<file path="config.mk">
export PLATFORM = sky130hd
export DESIGN_NAME = odelay_load_sequencer
export DESIGN_NICKNAME = d
export VERILOG_FILES = /design/src/rtl/odelay_seq_pkg.sv /design/src/rtl/odelay_shadow_regs.sv /design/src/rtl/odelay_load_sequencer.sv
export SDC_FILE = /design/constraint.sdc
export NUM_CORES = 1
export LEC_CHECK = 0
export CAP_MARGIN = 20
export CORE_UTILIZATION = 45
export DETAILED_ROUTE_END_ITERATION = 10
export PLACE_DENSITY_LB_ADDON = 0.3
export SYNTH_ARGS = -nofsm -noshare
export SYNTH_HDL_FRONTEND = slang
export SYNTH_SLANG_ARGS = --single-unit
</file>
<file path="constraint.sdc">
create_clock -name clk_i -period 6.8 [get_ports clk_i]
set_input_delay 1.02 -clock clk_i [delete_from_list [all_inputs] [get_ports clk_i]]
set_output_delay 1.02 -clock clk_i [all_outputs]
set_load 0.03 [all_outputs]
</file>
<file path="src/rtl/odelay_seq_pkg.sv">
// -----------------------------------------------------------------------------
// odelay_seq_pkg
// Shared definitions for the odelay load sequencer:
//   - state_e    : sequencer FSM states (IDLE, LOAD, SET, SETTLE)
//   - DLY_W      : width of one delay-tap value on the shared bus
//   - COARSE_W / FINE_W : split of a delay value into coarse [7:3] and fine [2:0]
//   - dly_coarse / dly_fine : field extraction helpers for that split
// -----------------------------------------------------------------------------
package odelay_seq_pkg;

  localparam int DLY_W    = 8;
  localparam int COARSE_W = 5;
  localparam int FINE_W   = 3;

  typedef enum logic [1:0] {
    ST_IDLE   = 2'd0,
    ST_LOAD   = 2'd1,
    ST_SET    = 2'd2,
    ST_SETTLE = 2'd3
  } state_e;

  function automatic logic [COARSE_W-1:0] dly_coarse(input logic [DLY_W-1:0] d);
    return d[DLY_W-1:FINE_W];
  endfunction

  function automatic logic [FINE_W-1:0] dly_fine(input logic [DLY_W-1:0] d);
    return d[FINE_W-1:0];
  endfunction

endpackage

</file>
<file path="src/rtl/odelay_shadow_regs.sv">
// -----------------------------------------------------------------------------
// odelay_shadow_regs
// Per-lane shadow copies of the delay values: "staged" holds the value most
// recently loaded into a lane, "applied" holds the value the lane is actually
// using after the last commit.
//
// Ports:
//   clk_i, rst_i      : clock, synchronous active-high reset (all shadows and
//                       readback registers go to DELAY_VALUE)
//   wr_en_i           : write wr_data_i into staged[wr_addr_i]
//   wr_addr_i         : lane index for the write (out-of-range writes ignored)
//   wr_data_i         : delay value to stage
//   commit_i          : copy every staged value into applied in one cycle
//   rd_addr_i         : readback lane select
//   rd_staged_o       : registered staged[rd_addr_i], 8'h00 if out of range
//   rd_applied_o      : registered applied[rd_addr_i], 8'h00 if out of range
// -----------------------------------------------------------------------------
module odelay_shadow_regs
  import odelay_seq_pkg::*;
#(
  parameter int               NUM_LANES   = 10,
  parameter int               ADDR_WIDTH  = 4,
  parameter logic [DLY_W-1:0] DELAY_VALUE = 8'h00
) (
  input  logic                  clk_i,
  input  logic                  rst_i,
  input  logic                  wr_en_i,
  input  logic [ADDR_WIDTH-1:0] wr_addr_i,
  input  logic [DLY_W-1:0]      wr_data_i,
  input  logic                  commit_i,
  input  logic [ADDR_WIDTH-1:0] rd_addr_i,
  output logic [DLY_W-1:0]      rd_staged_o,
  output logic [DLY_W-1:0]      rd_applied_o
);

  logic [DLY_W-1:0] staged_q  [NUM_LANES];
  logic [DLY_W-1:0] applied_q [NUM_LANES];
  logic [DLY_W-1:0] rd_staged_q, rd_staged_d;
  logic [DLY_W-1:0] rd_applied_q, rd_applied_d;

  // Readback mux: any address without a matching lane falls through to zero.
  always_comb begin
    rd_staged_d  = '0;
    rd_applied_d = '0;
    for (int i = 0; i < NUM_LANES; i++) begin
      if (rd_addr_i == ADDR_WIDTH'(i)) begin
        rd_staged_d  = staged_q[i];
        rd_applied_d = applied_q[i];
      end
    end
  end

  // The commit copies the pre-edge staged contents, so a write and a commit in
  // the same cycle would commit the old value. The sequencer never issues both.
  always_ff @(posedge clk_i) begin
    if (rst_i) begin
      for (int i = 0; i < NUM_LANES; i++) begin
        staged_q[i]  <= DELAY_VALUE;
        applied_q[i] <= DELAY_VALUE;
      end
      rd_staged_q  <= DELAY_VALUE;
      rd_applied_q <= DELAY_VALUE;
    end else begin
      for (int i = 0; i < NUM_LANES; i++) begin
        if (wr_en_i && (wr_addr_i == ADDR_WIDTH'(i))) begin
          staged_q[i] <= wr_data_i;
        end
        if (commit_i) begin
          applied_q[i] <= staged_q[i];
        end
      end
      rd_staged_q  <= rd_staged_d;
      rd_applied_q <= rd_applied_d;
    end
  end

  assign rd_staged_o  = rd_staged_q;
  assign rd_applied_o = rd_applied_q;

endmodule

</file>
<file path="src/rtl/odelay_load_sequencer.sv">
// -----------------------------------------------------------------------------
// odelay_load_sequencer
// Sequences delay-tap updates for a bank of output delay lanes sharing one
// 8-bit delay bus. LOAD commands stage a value into one lane (one-hot dly_ld
// strobe); a SET command commits all staged values with one dly_set strobe,
// followed by SETTLE_CYCLES idle cycles before done.
//
// Command handshake: a command transfers on a rising edge where
// cmd_valid_i && cmd_ready_o. cmd_ready_o is high only in IDLE; the command
// fields must be stable while cmd_valid_i is high and not yet accepted.
//
// Ports:
//   clk_i, rst_i   : clock, synchronous active-high reset (aborts any command)
//   cmd_valid_i    : command present
//   cmd_ready_o    : command accepted this edge if valid (IDLE only)
//   cmd_set_i      : 0 = LOAD cmd_data_i into lane cmd_addr_i, 1 = SET (commit)
//   cmd_addr_i     : target lane for LOAD
//   cmd_data_i     : delay value for LOAD ([7:3] coarse, [2:0] fine)
//   dly_data_o     : shared delay bus, holds its value between loads
//   dly_ld_o       : one-hot per-lane load strobe
//   dly_set_o      : common commit strobe
//   done_o         : one-cycle pulse when a command completes
//   err_o          : sticky, set by a LOAD to an address >= NUM_LANES
//   dirty_o        : a LOAD was accepted since the last commit
//   rd_addr_i      : readback lane select
//   rd_staged_o    : registered staged value of rd_addr_i
//   rd_applied_o   : registered applied value of rd_addr_i
//   state_o        : current FSM state (debug)
// -----------------------------------------------------------------------------
module odelay_load_sequencer
  import odelay_seq_pkg::*;
#(
  parameter int               NUM_LANES     = 10,
  parameter int               ADDR_WIDTH    = 4,
  parameter int               SETTLE_CYCLES = 4,
  parameter logic [DLY_W-1:0] DELAY_VALUE   = 8'h00
) (
  input  logic                  clk_i,
  input  logic                  rst_i,
  input  logic                  cmd_valid_i,
  output logic                  cmd_ready_o,
  input  logic                  cmd_set_i,
  input  logic [ADDR_WIDTH-1:0] cmd_addr_i,
  input  logic [DLY_W-1:0]      cmd_data_i,
  output logic [DLY_W-1:0]      dly_data_o,
  output logic [NUM_LANES-1:0]  dly_ld_o,
  output logic                  dly_set_o,
  output logic                  done_o,
  output logic                  err_o,
  output logic                  dirty_o,
  input  logic [ADDR_WIDTH-1:0] rd_addr_i,
  output logic [DLY_W-1:0]      rd_staged_o,
  output logic [DLY_W-1:0]      rd_applied_o,
  output state_e                state_o
);

  // Counter reload value on entering SETTLE; done is pre-registered one
  // cycle early so it is high in the cycle the counter reads zero.
  localparam logic [7:0] SETTLE_LOAD = (SETTLE_CYCLES == 0) ? 8'd0 : 8'(SETTLE_CYCLES - 1);
  localparam logic       SETTLE_ZERO = (SETTLE_CYCLES == 0);
  localparam logic       SETTLE_ONE  = (SETTLE_CYCLES == 1);
  localparam logic [ADDR_WIDTH:0] LANES_W = (ADDR_WIDTH + 1)'(NUM_LANES);

  state_e                state_q, state_d;
  logic [7:0]            cnt_q, cnt_d;
  logic [DLY_W-1:0]      dly_data_q, dly_data_d;
  logic [NUM_LANES-1:0]  dly_ld_q, dly_ld_d;
  logic                  dly_set_q, dly_set_d;
  logic                  done_q, done_d;
  logic                  err_q, err_d;
  logic                  dirty_q, dirty_d;

  logic                  cmd_fire;
  logic                  addr_ok;
  logic [NUM_LANES-1:0]  lane_sel;
  logic                  shadow_wr;
  logic                  shadow_commit;

  assign cmd_ready_o = (state_q == ST_IDLE);
  assign cmd_fire    = cmd_valid_i && cmd_ready_o;
  assign addr_ok     = ({1'b0, cmd_addr_i} < LANES_W);

  always_comb begin
    lane_sel = '0;
    for (int i = 0; i < NUM_LANES; i++) begin
      lane_sel[i] = (cmd_addr_i == ADDR_WIDTH'(i));
    end
  end

  // Next-state and next-output logic.
  always_comb begin
    state_d    = state_q;
    cnt_d      = cnt_q;
    dly_data_d = dly_data_q;
    dly_ld_d   = '0;
    dly_set_d  = 1'b0;
    done_d     = 1'b0;
    err_d      = err_q;
    dirty_d    = dirty_q;
    case (state_q)
      ST_IDLE: begin
        if (cmd_fire) begin
          if (!cmd_set_i) begin
            if (addr_ok) begin
              state_d    = ST_LOAD;
              dly_data_d = cmd_data_i;
              dly_ld_d   = lane_sel;
              dirty_d    = 1'b1;
              done_d     = 1'b1;
            end else begin
              // Bad lane: flag it and complete without touching anything else.
              err_d  = 1'b1;
              done_d = 1'b1;
            end
          end else if (dirty_q) begin
            state_d   = ST_SET;
            dly_set_d = 1'b1;
            done_d    = SETTLE_ZERO;
          end else begin
            // Nothing staged: complete immediately with no commit strobe.
            done_d = 1'b1;
          end
        end
      end
      ST_LOAD: begin
        state_d = ST_IDLE;
      end
      ST_SET: begin
        dirty_d = 1'b0;
        if (SETTLE_ZERO) begin
          state_d = ST_IDLE;
        end else begin
          state_d = ST_SETTLE;
          cnt_d   = SETTLE_LOAD;
          done_d  = SETTLE_ONE;
        end
      end
      ST_SETTLE: begin
        if (cnt_q == 8'd0) begin
          state_d = ST_IDLE;
        end else begin
          cnt_d  = cnt_q - 8'd1;
          done_d = (cnt_q == 8'd1);
        end
      end
      default: begin
        state_d = ST_IDLE;
      end
    endcase
  end

  always_ff @(posedge clk_i) begin
    if (rst_i) begin
      state_q    <= ST_IDLE;
      cnt_q      <= 8'd0;
      dly_data_q <= DELAY_VALUE;
      dly_ld_q   <= '0;
      dly_set_q  <= 1'b0;
      done_q     <= 1'b0;
      err_q      <= 1'b0;
      dirty_q    <= 1'b0;
    end else begin
      state_q    <= state_d;
      cnt_q      <= cnt_d;
      dly_data_q <= dly_data_d;
      dly_ld_q   <= dly_ld_d;
      dly_set_q  <= dly_set_d;
      done_q     <= done_d;
      err_q      <= err_d;
      dirty_q    <= dirty_d;
    end
  end

  assign shadow_wr     = cmd_fire && !cmd_set_i && addr_ok;
  assign shadow_commit = (state_q == ST_SET);

  odelay_shadow_regs #(
    .NUM_LANES   (NUM_LANES),
    .ADDR_WIDTH  (ADDR_WIDTH),
    .DELAY_VALUE (DELAY_VALUE)
  ) u_shadow (
    .clk_i        (clk_i),
    .rst_i        (rst_i),
    .wr_en_i      (shadow_wr),
    .wr_addr_i    (cmd_addr_i),
    .wr_data_i    (cmd_data_i),
    .commit_i     (shadow_commit),
    .rd_addr_i    (rd_addr_i),
    .rd_staged_o  (rd_staged_o),
    .rd_applied_o (rd_applied_o)
  );

  assign dly_data_o = dly_data_q;
  assign dly_ld_o   = dly_ld_q;
  assign dly_set_o  = dly_set_q;
  assign done_o     = done_q;
  assign err_o      = err_q;
  assign dirty_o    = dirty_q;
  assign state_o    = state_q;

endmodule

</file>
## Yosys cells after proc, flatten, opt, wreduce, memory -nomap -nowiden

Memory sizes are Yosys's and may differ from the RTL's.
Index checks and enable logic that the tools add are counted.

- Register bits after elaboration: 48
- RAM bits: 160
- Bits of input ports: 20
- Output and inout bits: 41
- Logic and storage cells: 187
- Memories: 2

- Add/subtract/negate cells: 1
- $lt $le $gt $ge: 1
- Eq/ne operators: 29
- Multiplexer cells: 93
- Bitwise operators: 24
- Reduce and logical (&&, ||, !) cells: 27

Memories:

| name | words | width | rd ports | clocked after memory_dff | write ports | line | source |
|---|---|---|---|---|---|---|---|
| u_shadow.applied_q | 10 | 8 | 10 | 0 | 10 | odelay_shadow_regs.sv:37 | `logic [DLY_W-1:0] applied_q [NUM_LANES];` |
| u_shadow.staged_q | 10 | 8 | 10 | 0 | 10 | odelay_shadow_regs.sv:36 | `logic [DLY_W-1:0] staged_q [NUM_LANES];` |

Operators by type and width:

| cell | number |
|---|---|
| $mux W8 | 41 |
| $mux W1 | 43 |
| $eq A4 B3 Y1 const B | 8 |
| $or A1 B1 Y1 | 20 |
| $eq A4 B2 Y1 const B | 4 |
| $eq A4 B4 Y1 const B | 4 |
| $pmux W8 S2 | 1 |
| $reduce_and A4 Y1 | 4 |
| $logic_and A1 B1 Y1 | 13 |
| $mux W2 | 5 |
| $eq A4 B1 Y1 const B | 2 |
| $eq A8 B1 Y1 const B | 1 |
| $logic_not A4 Y1 | 2 |
| $logic_not A8 Y1 | 1 |
| $pmux W2 S4 | 1 |
| $sub A8 B1 Y8 const B | 1 |
| $ne A2 B2 Y1 const B | 3 |
| $reduce_or A5 Y1 | 1 |
| $eq A2 B2 Y1 const B | 2 |
| $lt A4 B4 Y1 const B | 1 |
| $ne A2 B1 Y1 const B | 2 |
| $not A1 Y1 | 4 |
| $pmux W1 S2 | 2 |
| $reduce_bool A2 Y1 | 2 |
| other kinds (7) | 7 |

## Depth between registers and ports, before layout

Gate-level depths: netlist of run 1.

- Word-level depth: 11
- Depth in mapped cells: 8
- Gate-level depth less buffers: 6

## By module

From an unflattened synthesis of run 1, not the netlist that was laid out.

- Cell total of the unflattened synthesis: 756
- Area total of the unflattened synthesis: 9362.7 µm²

By module, submodules not included:

| module | instances | cells each | area each (µm²) | seq. area each (µm²) |
|---|---|---|---|---|
| odelay_shadow_regs | 1 | 606 | 7966.4 | 5124.9 |
| odelay_load_sequencer | 1 | 150 | 1396.3 | 640.6 |

## Worst setup path after synthesis of run 1

OpenSTA, ideal clock, no wires.

- Path type: in2reg
- Start point: input port rst_i
- End point: memory u_shadow.applied_q[0][0] (enable)
- Setup time: 404 ps
- Arrival: 2571 ps
- Data required time: 6396 ps
- Setup slack: 3825 ps
- Stages on the path: 3
- Cells stage by stage: buf_2 -> clkbuf_1 -> or2_2

RTL lines:

| item | line | source |
|---|---|---|
| start: declaration | odelay_load_sequencer.sv:39 | `input logic rst_i,` |
| end: declaration | odelay_shadow_regs.sv:37 |  |

## Worst setup path after layout of run 1

- Start point: input port rd_addr_i[3]
- End point: register u_shadow.rd_staged_q[0] (netlist: u_shadow.rd_staged_o[0])

- Word-level cells in the longest chain between the ends: 11
- Elaborated cells on any way between the ends: 20
- Those cells by class: 9 x eq/ne; 10 x mux; 1 x reduce/logical

Ends and longest elaborated chain:

| item | line | source |
|---|---|---|
| start: declaration | odelay_load_sequencer.sv:51 | `input logic [ADDR_WIDTH-1:0] rd_addr_i,` |
| $logic_not A4 Y1 | odelay_shadow_regs.sv:46 | `if (rd_addr_i == ADDR_WIDTH'(i)) begin` |
| $mux W8 (9 in a row) | odelay_shadow_regs.sv:46 |  |
| $mux W8 (*) | odelay_shadow_regs.sv:46 |  |
| end signal: assignment | odelay_shadow_regs.sv:72 | `rd_staged_q <= rd_staged_d;` |
| end: declaration | odelay_shadow_regs.sv:38 | `logic [DLY_W-1:0] rd_staged_q, rd_staged_d;` |

Mark *: on every way between the ends. The rest lies on a longest branch, timed or not.
A chain may end at the register's enable or synchronous reset.

==> metrics, run 1 <==
syn nets 848; Worst-path clk slew 0.06 ns; reg2reg path depth 5; leakage power 4.07 nW; Max Clock Freq 322 MHz; max incr delay on CP 1.14 ns; Multi-input gate area 3610 um^2; drt total wl 22600 um; All-Layer GR Usage 20.9%; via count 6273; clock sink count 208; Buf/Inv on CP 1; I/O pins 61; Avg Cell Area, Syn 11.7 um^2; FF-to-FF setup slack 4.15 ns; Post-DP HPWL 14600 um; Filler Cell Count 1762; status finished, final reports clean; met2 usage 32.6%; antenna violations before repair 0; antenna cells 0; met3 Resource Use GR 3.31%; RePlAce Congestion 0.810; Setup violations, final 0; CTS resizes 0; register area 5770 um^2; Hold Path Class reg2reg; clock latency on the worst-skew pair 0.51 ns; leading register cell type out of synthesis edfxtp_1; Final Util 53.4%; CTS Buf Count 23; TNS Setup 0 ns; CP top delay family simple AND/OR/NAND/NOR gates; port bufs 60; synth warn 0; RSZ-0062 raised after global routing no; ratio of cells with drive above 1 in the final layout 7.13%; fin crit period 3.11 ns; worst r2r src state_o[0]$_SDFFE_PP0P_; crit path DAT 3.53 ns; commonest non-fill, non-tap cells in the layout and2_1, edfxtp_1, clkdlybuf4s50_1, mux2i_1, dfxtp_1; CTS max path bufs 3; synthesized cell area 9670 um^2; gr ovfl total 0; Seq cells post-synth 208; vias in the first global route 5990; DRT Pass-1 Iters 5; Starting Density 46.0%; Final Hold Viols 0; die area 22100 um^2; Post-DRT Antenna Nets 0; GRT Max-Usage Layer met2; TritonCTS clock tree built; critical path class in2reg; post-route insts no fill 1145; Site Rows 53; clock skew 0.0184 ns; Worst R2R End u_shadow.staged_q[0][78]$_SDFFCE_PN0P_; worst setup path start rd_addr_i[3]; total setup buffers inserted after CTS 0; Worst slew margin 25.2%; Async S/R FF share, synth 0%; Startpoint Class input port; DIE WIDTH 149 um; # DRC 0; Cell Chain, Critical Path clkdlybuf4s50_1 > nor4b_2 > a211oi_1 > o21ai_0; crit path capture type flip-flop; Final nets 878; met1 Resource Use GR 30.1%; placed insts 1101; first-pass GRT wire length 34900 um; leading cell type in the layout, fill and taps excluded and2_1; Req. time, crit path 7.23 ns; Post-synth EDFFs 160; clk root buf clkbuf_16; WP depth 4; Max FO, Critical Path 24; CORE AREA 21000 um^2; Synth cell types 51; post-DR wirelength/cell 19.8 um; H-tree depth 1; area grow syn2layout 16.1%; 1st-iter DRT viols 459; fin crit share 45.7%; max cap viols 0; Max VDD drop 0.235 mV; sequential area share after synthesis 59.6%; worst setup path endpoint u_shadow.rd_staged_o[0]$_SDFF_PP0_; Pins Over Slew Limit 0; largest net degree at the start of global routing 81; Post-CTS Hold Fix Bufs 0; CP max stage cell nor4b_2; Chip Height 149 um; PD cells 305 nW/um^2; routed vias/inst 5.48; Mapped Cells 823; Slew @ Worst Pin 1.12 ns
[routing by layer]
layer / routed length (um) / vias up
met2: 10400 / 170
met5: 0 / -
li1: - / 3042
met1: 10700 / 3034
met3: 1190 / 27
met4: 395 / 0
[Yosys cell counts, types with 3 or more instances]
| library cell | count | share of area (%) |
|---|---|---|
| dfxtp_1 | 48 | 9.9 |
| nand3_1 | 24 | 1.2 |
| a22oi_1 | 4 | 0.31 |
| ha_1 | 5 | 0.65 |
| and2_1 | 161 | 10 |
| mux2i_1 | 48 | 5.0 |
| a21oi_1 | 44 | 2.3 |
| buf_2 | 17 | 0.88 |
| clkbuf_1 | 38 | 1.5 |
| a211o_1 | 13 | 1.2 |
| a211oi_1 | 15 | 1.2 |
| a22o_1 | 4 | 0.36 |
| nand2b_1 | 9 | 0.58 |
| buf_4 | 4 | 0.31 |
| o21ai_0 | 27 | 1.4 |
| edfxtp_1 | 160 | 50 |
| o32ai_1 | 5 | 0.45 |
| buf_1 | 3 | 0.12 |
| nor2_1 | 30 | 1.2 |
| nor2b_1 | 4 | 0.26 |
| nand2_1 | 37 | 1.4 |
| o211ai_1 | 16 | 1.2 |
| o21ai_1 | 4 | 0.21 |
| nor3b_1 | 18 | 1.4 |
| inv_1 | 9 | 0.35 |
| a221oi_1 | 5 | 0.45 |
| nor3_2 | 5 | 0.52 |
| nor3_1 | 7 | 0.36 |
| nand3b_1 | 20 | 1.6 |
| o21bai_1 | 10 | 0.78 |
| o21a_1 | 6 | 0.47 |
[layout make-up]
cell class                 count  share of cell area (%)
tap                          275                    3.06
sequential                   208                    51.4
inverter                       9                   0.301
multi-input combinational    543                    32.1
timing repair buffer          68                    5.86
clock buffer                  28                    5.47
clock inverter                14                    1.81
[worst min-delay path, stage by stage (launching register included)]
cell     delay (ns)
dfxtp_1        0.31
nand2_1        0.05
a21oi_1        0.05
[state kept, by name, summed over array words and instances, names as in the netlist]
| name | flops |
|---|---|
| u_shadow.applied_q | 80 |
| u_shadow.staged_q | 80 |
| dly_ld_o | 10 |
| cnt_q | 8 |
| dly_data_o | 8 |
| u_shadow.rd_applied_o | 8 |
| u_shadow.rd_staged_o | 8 |
| state_o | 2 |
| dirty_o | 1 |
| dly_set_o | 1 |
| done_o | 1 |
| err_o | 1 |
[stage by stage]
stage                     setup WS (ns)  instance area (um^2)  total power, mW  hold WS, ns
final                              3.69                 11200             3.43        0.452
after global routing               3.57                 11200             3.55        0.473
after CTS                          3.72                 11200             3.45        0.455
after detailed placement           3.22                 10400             2.12        0.449
after global placement             3.22                 10400             2.11        0.440
after floorplan                    3.82                  9670             1.95        0.471
[cell families (layout without fill, tap and decap cells)]
group	Yosys count	in the layout	share of synthesized area, %
simple gates	329	329	20.2
buf+inv	72	119	3.25
fa+ha+maj	5	5	0.647
xor+xnor	1	1	0.0906
mux	53	53	5.67
compound gates	155	155	10.5
flops	208	208	59.6
[power breakdown]
group	total, mW	leakage [nW]	switching [mW]	internal, mW
sequential	1.60	2.05	0.0665	1.53
clock	1.33	0.391	0.500	0.834
combinational	0.492	1.62	0.309	0.183
total	3.43	4.07	0.875	2.55
[worst min path at each step]
stage / slack [ns] / endpoint / from / depth (start not counted)
global placement: 0.44 / dly_data_o[7]$_SDFFE_PP0P_ / dly_data_o[7]$_SDFFE_PP0P_ / 2
global route: 0.47 / dly_data_o[7]$_SDFFE_PP0P_ / dly_data_o[7]$_SDFFE_PP0P_ / 2
detailed placement: 0.45 / dly_data_o[7]$_SDFFE_PP0P_ / dly_data_o[7]$_SDFFE_PP0P_ / 2
CTS: 0.46 / dly_data_o[7]$_SDFFE_PP0P_ / dly_data_o[7]$_SDFFE_PP0P_ / 2
finish: 0.45 / dly_data_o[7]$_SDFFE_PP0P_ / dly_data_o[7]$_SDFFE_PP0P_ / 2
floorplan: 0.47 / cnt_q[7]$_SDFFE_PP0P_ / cnt_q[7]$_SDFFE_PP0P_ / 2
Note: power is estimated with default switching activity, not from simulation.
==> run 2, diff against run 1 <==
Clock period 6.8 ns to 3.2 ns, I/O delays scaled along.
==> run 2 against run 1 <==
Effect of this change: sequential power rose by 110%; non-clock buffer count rose by 16; combinational power rose by 120%; largest power group unchanged; highest routed layer unchanged.
==> metrics, run 2 (synthesis results as in run 1) <==
Startpoint Class flip-flop; crit path DAT 2.04 ns; antenna violations before repair 0; gr ovfl total 0; area grow syn2layout 16.8%; max cap viols 0; leading cell type in the layout, fill and taps excluded and2_1; dpl ws 0.664 ns; die area 22100 um^2; Chip Height 149 um; All-Layer GR Usage 20.3%; Post-DP HPWL 15100 um; DRT Pass-1 Iters 5; total setup buffers inserted after CTS 0; Max FO, Critical Path 10; Site Rows 53; Slew @ Worst Pin 1.09 ns; final worst slack 0.684 ns; Worst-path clk slew 0.06 ns; Logic pwr share 15.0%; Post-DRT Antenna Nets 0; Starting Density 46.0%; Int Power 5.24 mW; status finished, final reports clean; Tot Pwr 7.06 mW; ratio of cells with drive above 1 in the final layout 8.48%; Max VDD drop 0.508 mV; Pins Over Slew Limit 0; clock skew 0.0138 ns; Sw Ratio 25.8%; antenna cells 0; via count 6317; Req. time, crit path 2.72 ns; Sequential Power Share 48.2%; RePlAce Congestion 0.833; 1st-iter DRT viols 515; crit path capture type output port; port bufs 60; largest net degree at the start of global routing 81; leakage power 4.12 nW; first-pass GRT wire length 34100 um; Final nets 893; fin crit share 78.6%; CTS max path bufs 3; Setup violations, final 0; Hold Path Class reg2reg; critical path class reg2out; Worst slew margin 27.0%; clock power share 36.8%; PD cells 625 nW/um^2; I/O pins 61; RSZ-0062 raised after global routing no; H-tree depth 1; Sw Pwr 1.82 mW; Post-CTS Hold Fix Bufs 0; clock sink count 208; post-DR wirelength/cell 18.9 um; DIE WIDTH 149 um; CTS resizes 0; Final Hold Viols 0; fin crit period 2.52 ns; vias in the first global route 6035; clk root buf clkbuf_16; # DRC 0; commonest non-fill, non-tap cells in the layout and2_1, edfxtp_1, clkdlybuf4s50_1, mux2i_1, dfxtp_1; CTS Buf Count 22; TNS Setup 0 ns; Max Clock Freq 397 MHz; drt total wl 21900 um; TritonCTS clock tree built; CORE AREA 21000 um^2; routed vias/inst 5.45; clock latency on the worst-skew pair 0.51 ns
## run 2: cell count changes in the layout (fill, tap and decap cells not counted), moves of 2 or more
cell	change
clkbuf_1	+4
clkinv_2	+2
clkbuf_8	-2
buf_4	+16
bufinv_16	-2
clkinv_1	-3
## run 2: area by class of cell
cell class,instances,area [um^2]
Fill cell,1767,9730
Sequential cell,208,5770
Multi-Input combinational cell,543,3610
Timing Repair Buffer,84,793
Clock buffer,30,602
Tap cell,275,344
Clock inverter,10,141
Inverter,9,33.8
## run 2: worst paths after layout
check | cells after the start | slack, ns | to | from
setup / recovery | 3 | 0.68 | cmd_ready_o | state_o[1]$_SDFFE_PP0P_
hold / removal | 2 | 0.46 | dly_data_o[0]$_SDFFE_PP0P_ | dly_data_o[0]$_SDFFE_PP0P_
hold reg to reg | 2 | 0.46 | dly_data_o[0]$_SDFFE_PP0P_ | dly_data_o[0]$_SDFFE_PP0P_
setup reg to reg | 6 | 0.94 | u_shadow.staged_q[0][77]$_SDFFCE_PN0P_ | state_o[1]$_SDFFE_PP0P_
## run 2: worst max-delay path, cell delays in order, from the launching register on
cell and delay (ns):
dfxtp_1 0.35, inv_1 0.09, ha_1 0.35, clkdlybuf4s50_1 0.74
## run 2: metrics by stage
stage	area, um^2	utilization, %	hold WS (ns)	cells
6_report	11300	53.7	0.461	1159
5_1_grt	11300	53.7	0.488	1159
4_1_cts	11300	53.7	0.464	1159
3_5_place_dp	10500	50.2	0.450	1119
3_3_place_gp	10500	50.2	0.450	1119
2_1_floorplan	9670	-	0.471	823
## run 2: power groups by stage
stage | clock network, mW | registers [mW] | logic [mW]
floorplan | 0 | 3.49 | 0.648
global placement | 0 | 3.44 | 1.05
detailed placement | 0 | 3.45 | 1.06
CTS | 2.64 | 3.40 | 1.07
global route | 2.74 | 3.43 | 1.16
finish | 2.60 | 3.40 | 1.06
## run 2: layer usage
layer,wire length (um),global-route usage [%],vias to the layer above
met5,0,0,-
met4,582,7.22,0
met3,1240,2.98,37
met2,9770,31.0,194
met1,10300,29.5,3021
li1,-,-,3065
